$ cat src/rtl/pa_mem_pkg.sv
// pa_mem_pkg: shared definitions for the PA-RISC memory arbiter and the
// blocks built around it.
//   state_e    : arbiter FSM states
//   SZ_*       : access size codes carried on mem_size / ram_size
//   LAT_MIN/MAX: legal RAM read latency range
//   lat_to_cnt : clamps a latency parameter into the timer load value
package pa_mem_pkg;

  typedef enum logic [1:0] {
    ST_IDLE     = 2'd0,
    ST_BUSY_IF  = 2'd1,
    ST_BUSY_MEM = 2'd2
  } state_e;

  localparam logic [1:0] SZ_BYTE = 2'b00;
  localparam logic [1:0] SZ_HALF = 2'b01;
  localparam logic [1:0] SZ_WORD = 2'b10;

  localparam int LAT_MIN = 1;
  localparam int LAT_MAX = 4;
  localparam int CNT_W   = 3;

  // Out-of-range latencies are pulled back into the supported window.
  function automatic logic [CNT_W-1:0] lat_to_cnt(input int lat);
    if (lat < LAT_MIN) return CNT_W'(LAT_MIN);
    if (lat > LAT_MAX) return CNT_W'(LAT_MAX);
    return CNT_W'(lat);
  endfunction

endpackage

$ cat src/rtl/pa_mem_arbiter_if.sv
// pa_mem_arbiter_if: bundle of the pipeline-side request/done signals and
// the RAM-side strobe/data signals of the memory arbiter.
//   slave  : arbiter view (requests and ram_rdata in, done/data and ram_* out)
//   master : pipeline + RAM view (the opposite directions)
// Handshake: a requester raises x_req with its address/data stable and holds
// all of them until it sees x_done high in a cycle; the access is complete in
// that cycle and x_rdata is valid only then. The arbiter never drops a held
// request. if_flush cancels an in-flight fetch: no if_done is produced for it.
interface pa_mem_arbiter_if #(
  parameter int ADDR_W = 9,
  parameter int DATA_W = 32
) ();
  logic              if_req;
  logic [ADDR_W-1:0] if_addr;
  logic              if_flush;
  logic              if_done;
  logic [DATA_W-1:0] if_rdata;

  logic              mem_req;
  logic              mem_we;
  logic [1:0]        mem_size;
  logic [ADDR_W-1:0] mem_addr;
  logic [DATA_W-1:0] mem_wdata;
  logic              mem_done;
  logic [DATA_W-1:0] mem_rdata;

  logic              ram_en;
  logic              ram_we;
  logic [1:0]        ram_size;
  logic [ADDR_W-1:0] ram_addr;
  logic [DATA_W-1:0] ram_wdata;
  logic [DATA_W-1:0] ram_rdata;

  modport slave (
    input  if_req, if_addr, if_flush,
    output if_done, if_rdata,
    input  mem_req, mem_we, mem_size, mem_addr, mem_wdata,
    output mem_done, mem_rdata,
    output ram_en, ram_we, ram_size, ram_addr, ram_wdata,
    input  ram_rdata
  );

  modport master (
    output if_req, if_addr, if_flush,
    input  if_done, if_rdata,
    output mem_req, mem_we, mem_size, mem_addr, mem_wdata,
    input  mem_done, mem_rdata,
    input  ram_en, ram_we, ram_size, ram_addr, ram_wdata,
    output ram_rdata
  );
endinterface

$ cat src/rtl/pa_lat_timer.sv
// pa_lat_timer: loadable down-counter that flags when the count has expired.
//   clk, reset : clock, asynchronous active-high reset
//   i_load     : load i_val this edge (takes priority over counting)
//   i_val      : load value
//   o_last     : count is zero; the owner qualifies this with its own state
module pa_lat_timer
  import pa_mem_pkg::*;
#(
  parameter int CNT_W_P = CNT_W
) (
  input  logic               clk,
  input  logic               reset,
  input  logic               i_load,
  input  logic [CNT_W_P-1:0] i_val,
  output logic               o_last
);

  logic [CNT_W_P-1:0] r_cnt;

  always_ff @(posedge clk or posedge reset) begin
    if (reset) begin
      r_cnt <= '0;
    end else if (i_load) begin
      r_cnt <= i_val;
    end else if (r_cnt != '0) begin
      r_cnt <= r_cnt - 1'b1;
    end
  end

  assign o_last = (r_cnt == '0);

endmodule

$ cat src/rtl/pa_mem_arbiter.sv
// pa_mem_arbiter: shares one fixed-latency RAM port between instruction
// fetch (IF) and the data stage (MEM).
//   clk, reset : clock, asynchronous active-high reset
//   bus        : pa_mem_arbiter_if.slave (requests, done/data, ram_* port)
//   o_state    : current FSM state, for observation
// Each access: grant edge -> one busy cycle with ram_en -> LAT more cycles,
// the last of which carries done and rdata -> one IDLE turnaround cycle.
module pa_mem_arbiter
  import pa_mem_pkg::*;
#(
  parameter int ADDR_W    = 9,
  parameter int DATA_W    = 32,
  parameter int LAT       = 2,
  parameter int MAX_BURST = 4
) (
  input  logic                clk,
  input  logic                reset,
  pa_mem_arbiter_if.slave     bus,
  output state_e              o_state
);

  localparam int BW = $clog2(MAX_BURST + 1);
  localparam logic [BW-1:0] BURST_MAX = BW'(MAX_BURST);

  state_e            r_state;
  logic              r_ram_en;
  logic              r_ram_we;
  logic [1:0]        r_ram_size;
  logic [ADDR_W-1:0] r_ram_addr;
  logic [DATA_W-1:0] r_ram_wdata;
  logic [BW-1:0]     r_burst;
  logic              r_cancel;

  logic w_if_ok;
  logic w_if_prio;
  logic w_grant_mem;
  logic w_grant_if;
  logic w_last;

  // A flushed fetch is never granted; a starved IF overrides MEM priority.
  assign w_if_ok     = bus.if_req & ~bus.if_flush;
  assign w_if_prio   = w_if_ok & (r_burst == BURST_MAX);
  assign w_grant_mem = (r_state == ST_IDLE) & bus.mem_req & ~w_if_prio;
  assign w_grant_if  = (r_state == ST_IDLE) & w_if_ok & ~w_grant_mem;

  pa_lat_timer #(.CNT_W_P(CNT_W)) u_timer (
    .clk    (clk),
    .reset  (reset),
    .i_load (w_grant_mem | w_grant_if),
    .i_val  (lat_to_cnt(LAT)),
    .o_last (w_last)
  );

  always_ff @(posedge clk or posedge reset) begin
    if (reset) begin
      r_state     <= ST_IDLE;
      r_ram_en    <= 1'b0;
      r_ram_we    <= 1'b0;
      r_ram_size  <= 2'b00;
      r_ram_addr  <= '0;
      r_ram_wdata <= '0;
      r_burst     <= '0;
      r_cancel    <= 1'b0;
    end else begin
      // ram_en is a single-cycle strobe; the other ram_* fields stay latched
      // and are only meaningful alongside it.
      r_ram_en <= 1'b0;
      case (r_state)
        ST_IDLE: begin
          r_cancel <= 1'b0;
          if (w_grant_mem) begin
            r_state     <= ST_BUSY_MEM;
            r_ram_en    <= 1'b1;
            r_ram_we    <= bus.mem_we;
            r_ram_size  <= (bus.mem_size == 2'b11) ? SZ_WORD : bus.mem_size;
            r_ram_addr  <= bus.mem_addr;
            r_ram_wdata <= bus.mem_wdata;
            if (!bus.if_req)
              r_burst <= '0;
            else if (r_burst != BURST_MAX)
              r_burst <= r_burst + 1'b1;
          end else if (w_grant_if) begin
            r_state     <= ST_BUSY_IF;
            r_ram_en    <= 1'b1;
            r_ram_we    <= 1'b0;
            r_ram_size  <= SZ_WORD;
            r_ram_addr  <= bus.if_addr;
            r_ram_wdata <= '0;
            r_burst     <= '0;
          end else if (!bus.if_req) begin
            r_burst <= '0;
          end
        end
        ST_BUSY_IF: begin
          // The RAM read still runs to completion; only if_done is withheld.
          if (bus.if_flush) r_cancel <= 1'b1;
          if (w_last) r_state <= ST_IDLE;
        end
        ST_BUSY_MEM: begin
          if (w_last) r_state <= ST_IDLE;
        end
        default: r_state <= ST_IDLE;
      endcase
    end
  end

  assign bus.if_done   = (r_state == ST_BUSY_IF) & w_last & ~r_cancel;
  assign bus.mem_done  = (r_state == ST_BUSY_MEM) & w_last;
  assign bus.if_rdata  = bus.ram_rdata;
  assign bus.mem_rdata = bus.ram_rdata;

  assign bus.ram_en    = r_ram_en;
  assign bus.ram_we    = r_ram_we;
  assign bus.ram_size  = r_ram_size;
  assign bus.ram_addr  = r_ram_addr;
  assign bus.ram_wdata = r_ram_wdata;

  assign o_state = r_state;

endmodule

$ cat src/flat_wrapper.sv
// flat-port wrapper written by rule: the top's interface ports become plain ports
module pa_mem_arbiter_flat import pa_mem_pkg::*;
#(
  parameter int ADDR_W    = 9,
  parameter int DATA_W    = 32,
  parameter int LAT       = 2,
  parameter int MAX_BURST = 4
)
  (clk, reset, o_state, bus_if_req, bus_if_addr, bus_if_flush, bus_if_done, bus_if_rdata, bus_mem_req, bus_mem_we, bus_mem_size, bus_mem_addr, bus_mem_wdata, bus_mem_done, bus_mem_rdata, bus_ram_en, bus_ram_we, bus_ram_size, bus_ram_addr, bus_ram_wdata, bus_ram_rdata);
  pa_mem_arbiter_if #(.ADDR_W(ADDR_W), .DATA_W(DATA_W)) bus_i ();
  input  logic clk;
  input  logic reset;
  output state_e o_state;
  input wire logic [$bits(bus_i.if_req)-1:0] bus_if_req;
  input wire logic [$bits(bus_i.if_addr)-1:0] bus_if_addr;
  input wire logic [$bits(bus_i.if_flush)-1:0] bus_if_flush;
  output wire logic [$bits(bus_i.if_done)-1:0] bus_if_done;
  output wire logic [$bits(bus_i.if_rdata)-1:0] bus_if_rdata;
  input wire logic [$bits(bus_i.mem_req)-1:0] bus_mem_req;
  input wire logic [$bits(bus_i.mem_we)-1:0] bus_mem_we;
  input wire logic [$bits(bus_i.mem_size)-1:0] bus_mem_size;
  input wire logic [$bits(bus_i.mem_addr)-1:0] bus_mem_addr;
  input wire logic [$bits(bus_i.mem_wdata)-1:0] bus_mem_wdata;
  output wire logic [$bits(bus_i.mem_done)-1:0] bus_mem_done;
  output wire logic [$bits(bus_i.mem_rdata)-1:0] bus_mem_rdata;
  output wire logic [$bits(bus_i.ram_en)-1:0] bus_ram_en;
  output wire logic [$bits(bus_i.ram_we)-1:0] bus_ram_we;
  output wire logic [$bits(bus_i.ram_size)-1:0] bus_ram_size;
  output wire logic [$bits(bus_i.ram_addr)-1:0] bus_ram_addr;
  output wire logic [$bits(bus_i.ram_wdata)-1:0] bus_ram_wdata;
  input wire logic [$bits(bus_i.ram_rdata)-1:0] bus_ram_rdata;
  assign bus_i.if_req = bus_if_req;
  assign bus_i.if_addr = bus_if_addr;
  assign bus_i.if_flush = bus_if_flush;
  assign bus_if_done = bus_i.if_done;
  assign bus_if_rdata = bus_i.if_rdata;
  assign bus_i.mem_req = bus_mem_req;
  assign bus_i.mem_we = bus_mem_we;
  assign bus_i.mem_size = bus_mem_size;
  assign bus_i.mem_addr = bus_mem_addr;
  assign bus_i.mem_wdata = bus_mem_wdata;
  assign bus_mem_done = bus_i.mem_done;
  assign bus_mem_rdata = bus_i.mem_rdata;
  assign bus_ram_en = bus_i.ram_en;
  assign bus_ram_we = bus_i.ram_we;
  assign bus_ram_size = bus_i.ram_size;
  assign bus_ram_addr = bus_i.ram_addr;
  assign bus_ram_wdata = bus_i.ram_wdata;
  assign bus_i.ram_rdata = bus_ram_rdata;
  pa_mem_arbiter #(.ADDR_W(ADDR_W), .DATA_W(DATA_W), .LAT(LAT), .MAX_BURST(MAX_BURST)) u_core (.clk(clk), .reset(reset), .bus(bus_i), .o_state(o_state));
endmodule
$ cat config.mk
export PLATFORM = sky130hd
export DESIGN_NAME = pa_mem_arbiter_flat
export DESIGN_NICKNAME = d
export VERILOG_FILES = /design/src/rtl/pa_mem_pkg.sv /design/src/rtl/pa_mem_arbiter_if.sv /design/src/rtl/pa_lat_timer.sv /design/src/rtl/pa_mem_arbiter.sv /design/src/flat_wrapper.sv
export SDC_FILE = /design/constraint.sdc
export NUM_CORES = 1
export LEC_CHECK = 0
export ABC_CLOCK_PERIOD_IN_PS = 2000
export BUFFER_PORTS_ARGS = -buffer_cell sky130_fd_sc_hd__buf_2
export CORE_ASPECT_RATIO = 2
export CORE_MARGIN = 2
export CORE_UTILIZATION = 41
export CTS_CLUSTER_SIZE = 28
export DETAILED_ROUTE_END_ITERATION = 6
export PLACE_DENSITY_LB_ADDON = 0.3
export RECOVER_POWER = 50
export SLEW_MARGIN = 15
export SYNTH_ARGS = -nofsm -noshare
export SYNTH_HDL_FRONTEND = slang
export SYNTH_SLANG_ARGS = --single-unit
export TNS_END_PERCENT = 100
$ cat constraint.sdc
create_clock -name clk -period 2 [get_ports clk]
set_input_delay 0.3 -clock clk [delete_from_list [all_inputs] [get_ports clk]]
set_output_delay 0.3 -clock clk [all_outputs]
set_load 0.02 [all_outputs]
==> impl_metrics.py, run 1 <==
metrics = {
    "outcome": {
        "status": "finished, final reports clean",
    },
    "global_routing": {
        "track_usage": 0.168,
        "gr-total-overflow": 0,
        "grt_pass1_wl_mm": 10.3,
        "antenna_found_initial": 0,
        "grt_start_max_net_pins": 38,
        "first_global_vias": 2111,
    },
    "clock_network": {
        "cts.sinks": 54,
        "insertion_delay_ps": 290,
        "cts_buffers": 5,
        "cts_setup_buffers": 0,
        "clk_pin_slew_ps": 80,
        "h-tree-depth": 2,
        "cts_root_buf": "clkbuf_16",
        "clockBufferDepth": 2,
        "cts_tree": "done",
    },
    "sta": {
        "max_clock_freq_ghz": 0.545,
        "finClkSkew_ps": 6.57,
        "tightest_slew_ps": 691,
        "setup_viol": 0,
        "fin_crit_sh": 0.917,
        "rsz0062_at_grt": "no",
        "fin_setup_tns_ps": 0,
        "worst_slack_ps": 165,
        "period_needed_ps": 1830,
        "hold_violations": 0,
        "maxSlewViolCount": 0,
        "whs_ps": 221,
        "maxSlewHeadroom": 0.539,
    },
    "placed_design": {
        "place_hpwl_mm": 4.71,
        "gp_congestion": 0.766,
        "placed_area_mm2": 0.00301,
        "pre_cts_ws_ps": 212,
        "place_inst": 382,
        "io_buffer_count": 106,
    },
    "finish": {
        "fin_area_mm2": 0.00314,
        "final_cells": 391,
        "antenna_cells": 0,
        "drive_above_1_share": 0.336,
        "flow.area_growth_from_synthesis_pct": 8.46,
        "utilization": 0.457,
        "nNetsFinal": 397,
    },
    "floorplanning": {
        "core_mm2": 0.00689,
        "die_w_um": 63.5,
        "num_rows": 43,
        "start_util": 0.421,
        "die_h_um": 123,
        "die_area_mm2": 0.00780,
        "io_pins": 203,
    },
    "synthesis": {
        "synthArstFlopShare": 1.00,
        "synth-main-ff-cell": "dfrtp_1",
        "synth-seq-area-share": 0.466,
        "synth_nets": 356,
        "ys_warn_count": 0,
        "synth_edf_count": 0,
        "ys_types": 39,
        "synth_seq_cells": 54,
        "synthTopCellsByArea": "dfrtp_1 (47%), buf_4 (17%), a22o_1 (10%)",
        "syn-cell-area_mm2": 0.00290,
        "yosys.area.top_type": "dfrtp_1",
        "syn_avg_cell_area_um2": 11.2,
        "synthCells": 259,
        "netlist.area_leader.share": 0.466,
    },
    "run": {
        "drv_cap": 0,
    },
    "routing": {
        "finalWirelength_mm": 6.41,
        "drc": 0,
        "firstDrtPassIters": 4,
        "vias_per_cell": 5.16,
        "num_vias": 2019,
        "initialDrtViolationCount": 83,
        "ant_nets": 0,
        "avgRoutedWirePerCell_um": 16.4,
    },
    "critical_path": {
        "worstPathArrival_ps": 1530,
        "worst-path-max-fanout": 8,
        "timing.rr.start": "u_core.o_state[1]",
        "worstSetupStartpointType": "flop",
        "worst-setup-path-type": "reg -> out",
        "cp.required_ps": 1700,
        "end_kind": "output pin",
        "crit_path_end": "bus_if_done",
        "rrSetupSlack_ps": 230,
        "r2r_end": "u_core.bus.ram_size[0]",
        "startpoint": "u_core.u_timer.r_cnt[0]",
        "ff2ff_path_depth": 5,
    },
    "hold_path": {
        "min-delay-path-class": "in -> reg",
        "hp-start": "bus_mem_wdata[10]",
    },
    "pwr": {
        "pwr-share-comb": 0.454,
        "seq_power_share": 0.366,
        "p_per_area_mw_per_mm2": 1600,
        "leakagePower_nw": 1.56,
        "swShare": 0.417,
        "peakVddDrop_v": 0.000806,
        "power.switching_mw": 2.09,
        "pwr-share-clk": 0.180,
        "total_power_mw": 5.02,
        "internal-power_mw": 2.93,
    },
}
cells in the mapped netlist (all sizes together), types with 2 or more instances:
cell type   n
a21boi     10
a22o       34
a32o        3
and2        3
buf        79
clkbuf      2
dfrtp      54
ha          7
inv        13
nand2       4
nand3       8
nor2        3
o21ai       4
o221ai      9
o22a        9
worst max-delay path, cell delays in order, from the launching register on:
cell	delay (ps)
dfrtp_1	390
inv_1	60
ha_1	140
ha_2	250
and3_1	210
buf_2	180
how the worst min path moves through the flow:
stage                                           to  slack [ps]  cells past startpoint
after floorplan            u_core.bus.ram_wdata[0]         440                      1
after global placement     u_core.bus.ram_wdata[1]         300                      2
after detailed placement   u_core.bus.ram_wdata[4]         300                      2
after CTS                 u_core.bus.ram_wdata[10]         210                      2
after global routing       u_core.bus.ram_wdata[4]         220                      2
final                     u_core.bus.ram_wdata[10]         220                      2
state kept, by name (all words and copies together) (netlist names):
| name | count |
|---|---|
| u_core.r_burst | 3 |
| u_core.o_state | 2 |
| u_core.bus.ram_en | 1 |
| u_core.bus.ram_we | 1 |
| u_core.bus.ram_wdata | 32 |
| u_core.bus.ram_size | 2 |
| u_core.bus.ram_addr | 9 |
| u_core.u_timer.r_cnt | 3 |
| u_core.r_cancel | 1 |
cell families (layout without fill, tap and decap cells):
| group | count (synthesis) | count (layout) | share of synthesized area |
|---|---|---|---|
| xor+xnor | 1 | 1 | 0.00302 |
| simple gates | 27 | 27 | 0.0574 |
| mux | 2 | 2 | 0.00734 |
| compound gates | 74 | 74 | 0.216 |
| flops | 54 | 54 | 0.466 |
| fa+ha+maj | 7 | 7 | 0.0302 |
| buf+inv | 94 | 136 | 0.220 |
layout make-up:
cell class | instances | area (µm²)
fillers | 721 | 3740
flip-flops and latches | 54 | 1350
multi-input cells | 111 | 913
repair buffers | 115 | 564
clock buffers | 5 | 125
well taps | 90 | 113
inverters | 13 | 48.8
clock inverters | 3 | 28.8
repair_timing:
action,4_1_cts,5_1_grt
hold buffers,1,0
endpoints found under the setup margin,0,1
gates resized for setup,0,1
endpoints found under the hold margin,17,0
power by group through the flow:
stage               Combinational, mW  Clock [mW]  Sequential [mW]
CTS                              2.39       0.934             1.84
floorplan                        1.31           0             2.37
global placement                 2.34           0             1.85
detailed placement               2.37           0             1.85
global route                     2.52       0.975             1.91
finish                           2.28       0.903             1.84
placed cells by master, fill, tap and decap left out, drive strengths merged:
cell	n
o211ai	1
nand4b	1
nand4	1
nand3b	1
and3b	1
nor2	3
o22a	9
dfrtp	54
mux2	1
nand3	8
nand2b	1
o22ai	1
o21ai	4
o31ai	1
a32o	3
nand2	4
clkinv	2
a2bb2oi	1
dlygate4sd3	1
o221ai	9
and2	3
clkbuf	33
a21oi	1
ha	7
and2b	1
and3	1
inv	14
a21boi	10
buf	86
mux2i	1
and4	1
a22o	34
xor2	1
and4b	1
routing by layer:
layer,global-route usage,up-vias,share of wire
li1,-,942,-
met1,0.180,943,0.35
met2,0.291,80,0.52
met3,0.0291,54,0.070
met4,0.129,0,0.062
met5,0,-,0
No activity file was read; power rests on OpenSTA's default activity.
==> inputs of run 2 (changes only) <==
--- a/config.mk
+++ b/config.mk
@@ -9,7 +9,7 @@
 export BUFFER_PORTS_ARGS = -buffer_cell sky130_fd_sc_hd__buf_2
 export CORE_ASPECT_RATIO = 2
 export CORE_MARGIN = 2
-export CORE_UTILIZATION = 41
+export CORE_UTILIZATION = 42
 export CTS_CLUSTER_SIZE = 28
 export DETAILED_ROUTE_END_ITERATION = 6
 export PLACE_DENSITY_LB_ADDON = 0.3
@@ -17,5 +17,6 @@
 export SLEW_MARGIN = 15
 export SYNTH_ARGS = -nofsm -noshare
 export SYNTH_HDL_FRONTEND = slang
+export SYNTH_HIERARCHICAL = 1
 export SYNTH_SLANG_ARGS = --single-unit
 export TNS_END_PERCENT = 100
==> impl_metrics.py, run 2 <==
metrics = {
    "routing": {
        "finalWirelength_mm": 6.10,
        "avgRoutedWirePerCell_um": 15.1,
        "vias_per_cell": 5.16,
        "num_vias": 2080,
        "ant_nets": 0,
        "initialDrtViolationCount": 101,
        "drc": 0,
        "firstDrtPassIters": 4,
    },
    "synthesis": {
        "synthTopCellsByArea": "dfrtp_1 (46%), buf_4 (16%), a22o_1 (10%)",
        "ys_types": 39,
        "synth-main-ff-cell": "dfrtp_1",
        "synthCells": 267,
        "ys_warn_count": 6,
        "synth_edf_count": 0,
        "syn_avg_cell_area_um2": 10.9,
        "yosys.area.top_type": "dfrtp_1",
        "syn-cell-area_mm2": 0.00292,
        "synth_common_cells": "buf_4 (64), dfrtp_1 (54), a22o_1 (34), inv_1 (17), o21ai_0 (11)",
        "netlist.area_leader.share": 0.463,
        "synth_seq_cells": 54,
        "synth-seq-area-share": 0.463,
        "synth_most_common_cell": "buf_4",
        "synthArstFlopShare": 1.00,
    },
    "global_routing": {
        "first_global_vias": 2141,
        "grt_pass1_wl_mm": 10.1,
        "track_usage": 0.164,
        "antenna_found_initial": 0,
        "grt_start_max_net_pins": 52,
        "gr-total-overflow": 0,
    },
    "critical_path": {
        "crit_chain": "inv_1 -> ha_1 -> nand2b_1 -> inv_1 -> inv_1 -> nor3_2 -> buf_2",
        "end_kind": "output pin",
        "timing.rr.start": "u_core/o_state[0]",
        "worst-path-max-fanout": 4,
        "cp_common_cell": "inv_1",
        "worstPathArrival_ps": 1510,
        "worstSetupStartpointType": "flop",
        "cp.required_ps": 1700,
        "crit_path_max_incr_delay_ps": 390,
        "startpoint": "u_core/u_timer/r_cnt[0]",
        "worst-setup-path-type": "reg -> out",
        "critPathSlowestCell": "dfrtp_1",
    },
    "finish": {
        "flow.area_growth_from_synthesis_pct": 10.1,
        "n_fill_cell": 659,
        "fin_area_mm2": 0.00321,
        "utilization": 0.470,
        "final_common_cell": "buf_2",
        "nNetsFinal": 409,
        "antenna_cells": 0,
        "largest_reg_flops": 32,
        "final_cells": 403,
        "drive_above_1_share": 0.396,
        "mostFrequentLayoutCells": "buf_2 (106), dfrtp_1 (54), a22o_1 (34)",
        "multi_input_area_um2": 930,
        "regArea_mm2": 0.00135,
    },
    "clock_network": {
        "clockBufferDepth": 2,
        "cts_tree": "done",
        "insertion_delay_ps": 280,
        "cts_buffers": 5,
        "cts_setup_buffers": 0,
        "cts.sinks": 54,
        "h-tree-depth": 2,
        "clk_pin_slew_ps": 70,
        "cts_root_buf": "clkbuf_16",
    },
    "pwr": {
        "p_per_area_mw_per_mm2": 1610,
        "total_power_mw": 5.15,
        "peakVddDrop_v": 0.000767,
        "leakagePower_nw": 1.69,
    },
    "placed_design": {
        "place_hpwl_mm": 4.62,
        "io_buffer_count": 106,
        "place_inst": 394,
        "placed_area_mm2": 0.00306,
        "gp_congestion": 0.749,
    },
    "sta": {
        "setup_viol": 0,
        "tightest_slew_ps": 1100,
        "maxSlewHeadroom": 0.265,
        "hold_violations": 0,
        "fin_crit_sh": 0.905,
        "finClkSkew_ps": 6.98,
        "fin_setup_tns_ps": 0,
        "maxSlewViolCount": 0,
        "rsz0062_at_grt": "no",
        "period_needed_ps": 1810,
        "max_clock_freq_ghz": 0.552,
    },
    "hold_path": {
        "hp-start": "bus_mem_wdata[27]",
        "min-delay-path-class": "in -> reg",
    },
    "outcome": {
        "status": "finished, final reports clean",
    },
    "floorplanning": {
        "core_mm2": 0.00683,
        "io_pins": 203,
        "die_w_um": 62.9,
        "die_h_um": 122,
        "die_area_mm2": 0.00767,
        "num_rows": 43,
        "start_util": 0.427,
    },
    "run": {
        "drv_cap": 0,
    },
}
run 2: layer usage:
layer | vias to the layer above | global-route usage | share of wire
met5 | - | 0 | 0
met4 | 0 | 0.0458 | 0.0066
met3 | 2 | 0.0877 | 0.13
met2 | 143 | 0.241 | 0.44
met1 | 961 | 0.210 | 0.43
li1 | 974 | - | -
run 2: path summary, 6_finish.rpt:
path                                            end  slack [ps]  cells past startpoint
setup / recovery                        bus_if_done         190                      7
hold / removal             u_core/bus.ram_wdata[27]         230                      2
max in group asynchronous    u_core/bus.ram_addr[5]         420                      4
setup reg to reg             u_core/bus.ram_addr[2]         210                      7
min in group asynchronous   u_core/u_timer/r_cnt[2]         430                      3
hold reg to reg            u_core/bus.ram_wdata[12]         510                      1
run 2: cell type report:
type	count	share of cell area
well taps	90	0.0351
inverters	19	0.0222
flip-flops and latches	54	0.421
clock inverters	2	0.00546
repair buffers	114	0.184
multi-input cells	118	0.290
clock buffers	6	0.0433
run 2: kinds of logic after synthesis:
group / synth area share
other cells: 0.00257
compound gates: 0.207
flops: 0.463
buf+inv: 0.221
mux: 0.0107
simple gates: 0.0656
fa+ha+maj: 0.0300
run 2: what timing repair did:
item,in CTS,in global routing
gates resized for setup,0,1
endpoints found under the setup margin,0,1
endpoints found under the hold margin,3,0
hold buffers,1,0
run 2: through the flow:
step	worst slack [ps]	hold slack, ps
6_report	190	228
3_3_place_gp	281	193
2_1_floorplan	152	53.6
4_1_cts	104	219
5_1_grt	51.1	220
3_5_place_dp	208	201
run 2: critical path, delay by kind of cell, from the launching register on:
kind / cells / cell delay (ps)
flip-flops: 1 / 390
adder cells (fa/ha/maj): 1 / 200
AND/OR/NAND/NOR: 2 / 220
buffers and inverters: 4 / 420
run 2: where the power goes:
group | leakage, nW | internal (mW) | total, mW | switching (mW)
combinational | 0.950 | 0.993 | 2.42 | 1.43
clock | 0.0770 | 0.502 | 0.873 | 0.370
sequential | 0.666 | 1.59 | 1.86 | 0.272
==> inputs of run 3 (changes only) <==
--- a/config.mk
+++ b/config.mk
@@ -5,15 +5,18 @@
 export SDC_FILE = /design/constraint.sdc
 export NUM_CORES = 1
 export LEC_CHECK = 0
+export ABC_AREA = 1
 export ABC_CLOCK_PERIOD_IN_PS = 2000
 export BUFFER_PORTS_ARGS = -buffer_cell sky130_fd_sc_hd__buf_2
 export CORE_ASPECT_RATIO = 2
 export CORE_MARGIN = 2
-export CORE_UTILIZATION = 42
+export CORE_UTILIZATION = 43
+export CTS_BUF_LIST = sky130_fd_sc_hd__clkbuf_4
 export CTS_CLUSTER_SIZE = 28
 export DETAILED_ROUTE_END_ITERATION = 6
 export PLACE_DENSITY_LB_ADDON = 0.3
 export RECOVER_POWER = 50
+export SKIP_CTS_REPAIR_TIMING = 1
 export SLEW_MARGIN = 15
 export SYNTH_ARGS = -nofsm -noshare
 export SYNTH_HDL_FRONTEND = slang
==> impl_metrics.py, run 3 <==
metrics = {
    "clock_network": {
        "clk_pin_slew_ps": 150,
        "cts_tree": "done",
        "cts_buffers": 5,
        "cts_root_buf": "clkbuf_4",
        "h-tree-depth": 2,
        "cts.sinks": 54,
        "clockBufferDepth": 2,
        "insertion_delay_ps": 380,
    },
    "finish": {
        "largest_reg_flops": 32,
        "fin_area_mm2": 0.00321,
        "mostFrequentLayoutCells": "buf_2 (105), nand2_1 (105), dfrtp_1 (54)",
        "regArea_mm2": 0.00135,
        "flow.area_growth_from_synthesis_pct": 7.58,
        "nNetsFinal": 508,
        "multi_input_area_mm2": 0.00101,
        "antenna_cells": 0,
        "drive_above_1_share": 0.313,
        "n_fill_cell": 725,
    },
    "run": {
        "drv_cap": 0,
    },
    "synthesis": {
        "synthTopCellsByArea": "dfrtp_1 (45%), buf_4 (16%), nand2_1 (13%)",
        "netlist.area_leader.share": 0.452,
        "synth_common_cells": "nand2_1 (105), buf_4 (65), dfrtp_1 (54), nand3_1 (47), inv_1 (20)",
        "synthArstFlopShare": 1.00,
        "synthCells": 366,
        "yosys.area.top_type": "dfrtp_1",
        "syn-cell-area_mm2": 0.00299,
        "synth_most_common_cell": "nand2_1",
        "ys_types": 22,
        "synth_seq_cells": 54,
        "ys_warn_count": 6,
        "synth-seq-area-share": 0.452,
        "synth_edf_count": 0,
        "synth-main-ff-cell": "dfrtp_1",
        "syn_avg_cell_area_um2": 8.16,
    },
    "routing": {
        "finalWirelength_mm": 6.30,
        "drc": 0,
        "initialDrtViolationCount": 140,
        "ant_nets": 0,
        "num_vias": 2400,
        "avgRoutedWirePerCell_um": 12.6,
        "vias_per_cell": 4.78,
        "firstDrtPassIters": 5,
    },
    "sta": {
        "setup_viol": 0,
        "maxSlewHeadroom": 0.321,
        "fin_setup_tns_ps": 0,
        "rsz0062_at_grt": "no",
        "max_clock_freq_ghz": 0.531,
        "hold_violations": 0,
        "worst_slack_ps": 117,
        "maxSlewViolCount": 0,
        "tightest_slew_ps": 1020,
        "finClkSkew_ps": 7.48,
        "period_needed_ps": 1880,
        "fin_crit_sh": 0.941,
    },
    "floorplanning": {
        "num_rows": 43,
        "die_area_mm2": 0.00767,
        "die_w_um": 62.9,
        "die_h_um": 122,
        "start_util": 0.437,
        "io_pins": 203,
        "core_mm2": 0.00683,
    },
    "global_routing": {
        "grt_pass1_wl_mm": 11.0,
        "antenna_found_initial": 0,
        "grt_start_max_net_pins": 35,
        "first_global_vias": 2312,
        "track_usage": 0.176,
        "gr-total-overflow": 0,
    },
    "pwr": {
        "leakagePower_nw": 1.85,
        "peakVddDrop_v": 0.000736,
        "p_per_area_mw_per_mm2": 1450,
    },
    "placed_design": {
        "placed_area_mm2": 0.00315,
        "place_hpwl_mm": 4.68,
        "io_buffer_count": 106,
        "pre_cts_ws_ps": 313,
        "gp_congestion": 0.736,
    },
    "hold_path": {
        "min_to": "u_core/bus.ram_wdata[3]",
        "hp-start": "bus_mem_wdata[3]",
        "min-delay-path-class": "in -> reg",
        "holdPathStages": 3,
    },
    "critical_path": {
        "worstPathArrival_ps": 1580,
        "crit_chain": "inv_1 -> ha_2 -> inv_1 -> nor2_4 -> nand2_1 -> nor2_1 -> buf_2",
        "timing.rr.start": "u_core/o_state[0]",
        "worstSetupStartpointType": "flop",
        "r2r_end": "u_core/u_timer/r_cnt[0]",
        "cp.required_ps": 1700,
        "end_kind": "output pin",
        "crit_path_max_incr_delay_ps": 420,
        "critPathSlowestCell": "dfrtp_1",
        "worst-path-max-fanout": 4,
        "rrSetupSlack_ps": 290,
        "ff2ff_path_depth": 7,
        "cp_common_cell": "inv_1",
        "worst-setup-path-type": "reg -> out",
    },
    "outcome": {
        "status": "finished, final reports clean",
    },
}
[run 3: cell count changes in the layout (fill, tap and decap cells not counted), moves of 9 or more]
cell       before  now
a2bb2oi_1       9    0
and3_1          9    0
nor2_1          0   14
nand2_1         2  105
nand3_1         1   47
a221oi_1       10    0
a22o_1         34    0
[run 3: layout make-up]
cell class	count	area share
clock buffer	5	0.0117
tap	90	0.0350
timing repair buffer	114	0.186
multi-input combinational	212	0.313
clock inverter	3	0.00506
inverter	24	0.0280
sequential	54	0.420
[run 3: where the power goes]
part / leakage, nW / switching, mW / internal, mW
logic: 1.15 / 1.57 / 0.798
clock network: 0.0303 / 0.336 / 0.132
registers: 0.674 / 0.266 / 1.57
total: 1.85 / 2.17 / 2.50
[run 3: worst max path at each step]
stage	from	to	slack (ps)	cells past startpoint
global route	u_core/u_timer/r_cnt[1]	bus_if_done	8	7
floorplan	u_core/o_state[0]	u_core/u_timer/r_cnt[0]	420	7
global placement	u_core/o_state[0]	u_core/u_timer/r_cnt[1]	410	7
finish	u_core/u_timer/r_cnt[0]	bus_if_done	120	7
CTS	u_core/u_timer/r_cnt[0]	bus_if_done	50	7
detailed placement	u_core/o_state[1]	u_core/u_timer/r_cnt[1]	310	7
[run 3: logic make-up (layout without fill, tap and decap cells)]
kind of cell | count (synthesis) | in the layout | synth area share
flops | 54 | 54 | 0.452
xor+xnor | 1 | 1 | 0.00293
simple gates | 172 | 172 | 0.246
other cells | 2 | 3 | 0.00251
fa+ha+maj | 7 | 7 | 0.0293
buf+inv | 101 | 146 | 0.214
compound gates | 29 | 29 | 0.0523
[run 3: critical path, delay by kind of cell (launching register included)]
| kind | cells | cell delay (ps) |
|---|---|---|
| buf+inv | 3 | 330 |
| flops | 1 | 420 |
| fa+ha+maj | 1 | 190 |
| simple gates | 3 | 280 |
[run 3: stage by stage]
| step | utilization | hold slack, ps | power, mW | instances |
|---|---|---|---|---|
| after floorplan | - | 53.6 | 3.63 | 367 |
| after global placement | 0.461 | 198 | 4.20 | 493 |
| after detailed placement | 0.461 | 195 | 4.23 | 493 |
| after CTS | 0.469 | -239 | 4.72 | 501 |
| after global routing | 0.470 | 105 | 5.08 | 502 |
| final | 0.470 | 137 | 4.67 | 502 |
[run 3: layer usage]
metal  share of wire  vias up  wire (µm)  global-route usage
li1                -     1172          -                   -
met1            0.45     1060       2810               0.229
met2            0.44      157       2760               0.277
met3            0.10       11        646              0.0572
met4           0.014        0         87              0.0569
met5               0        -          0                   0
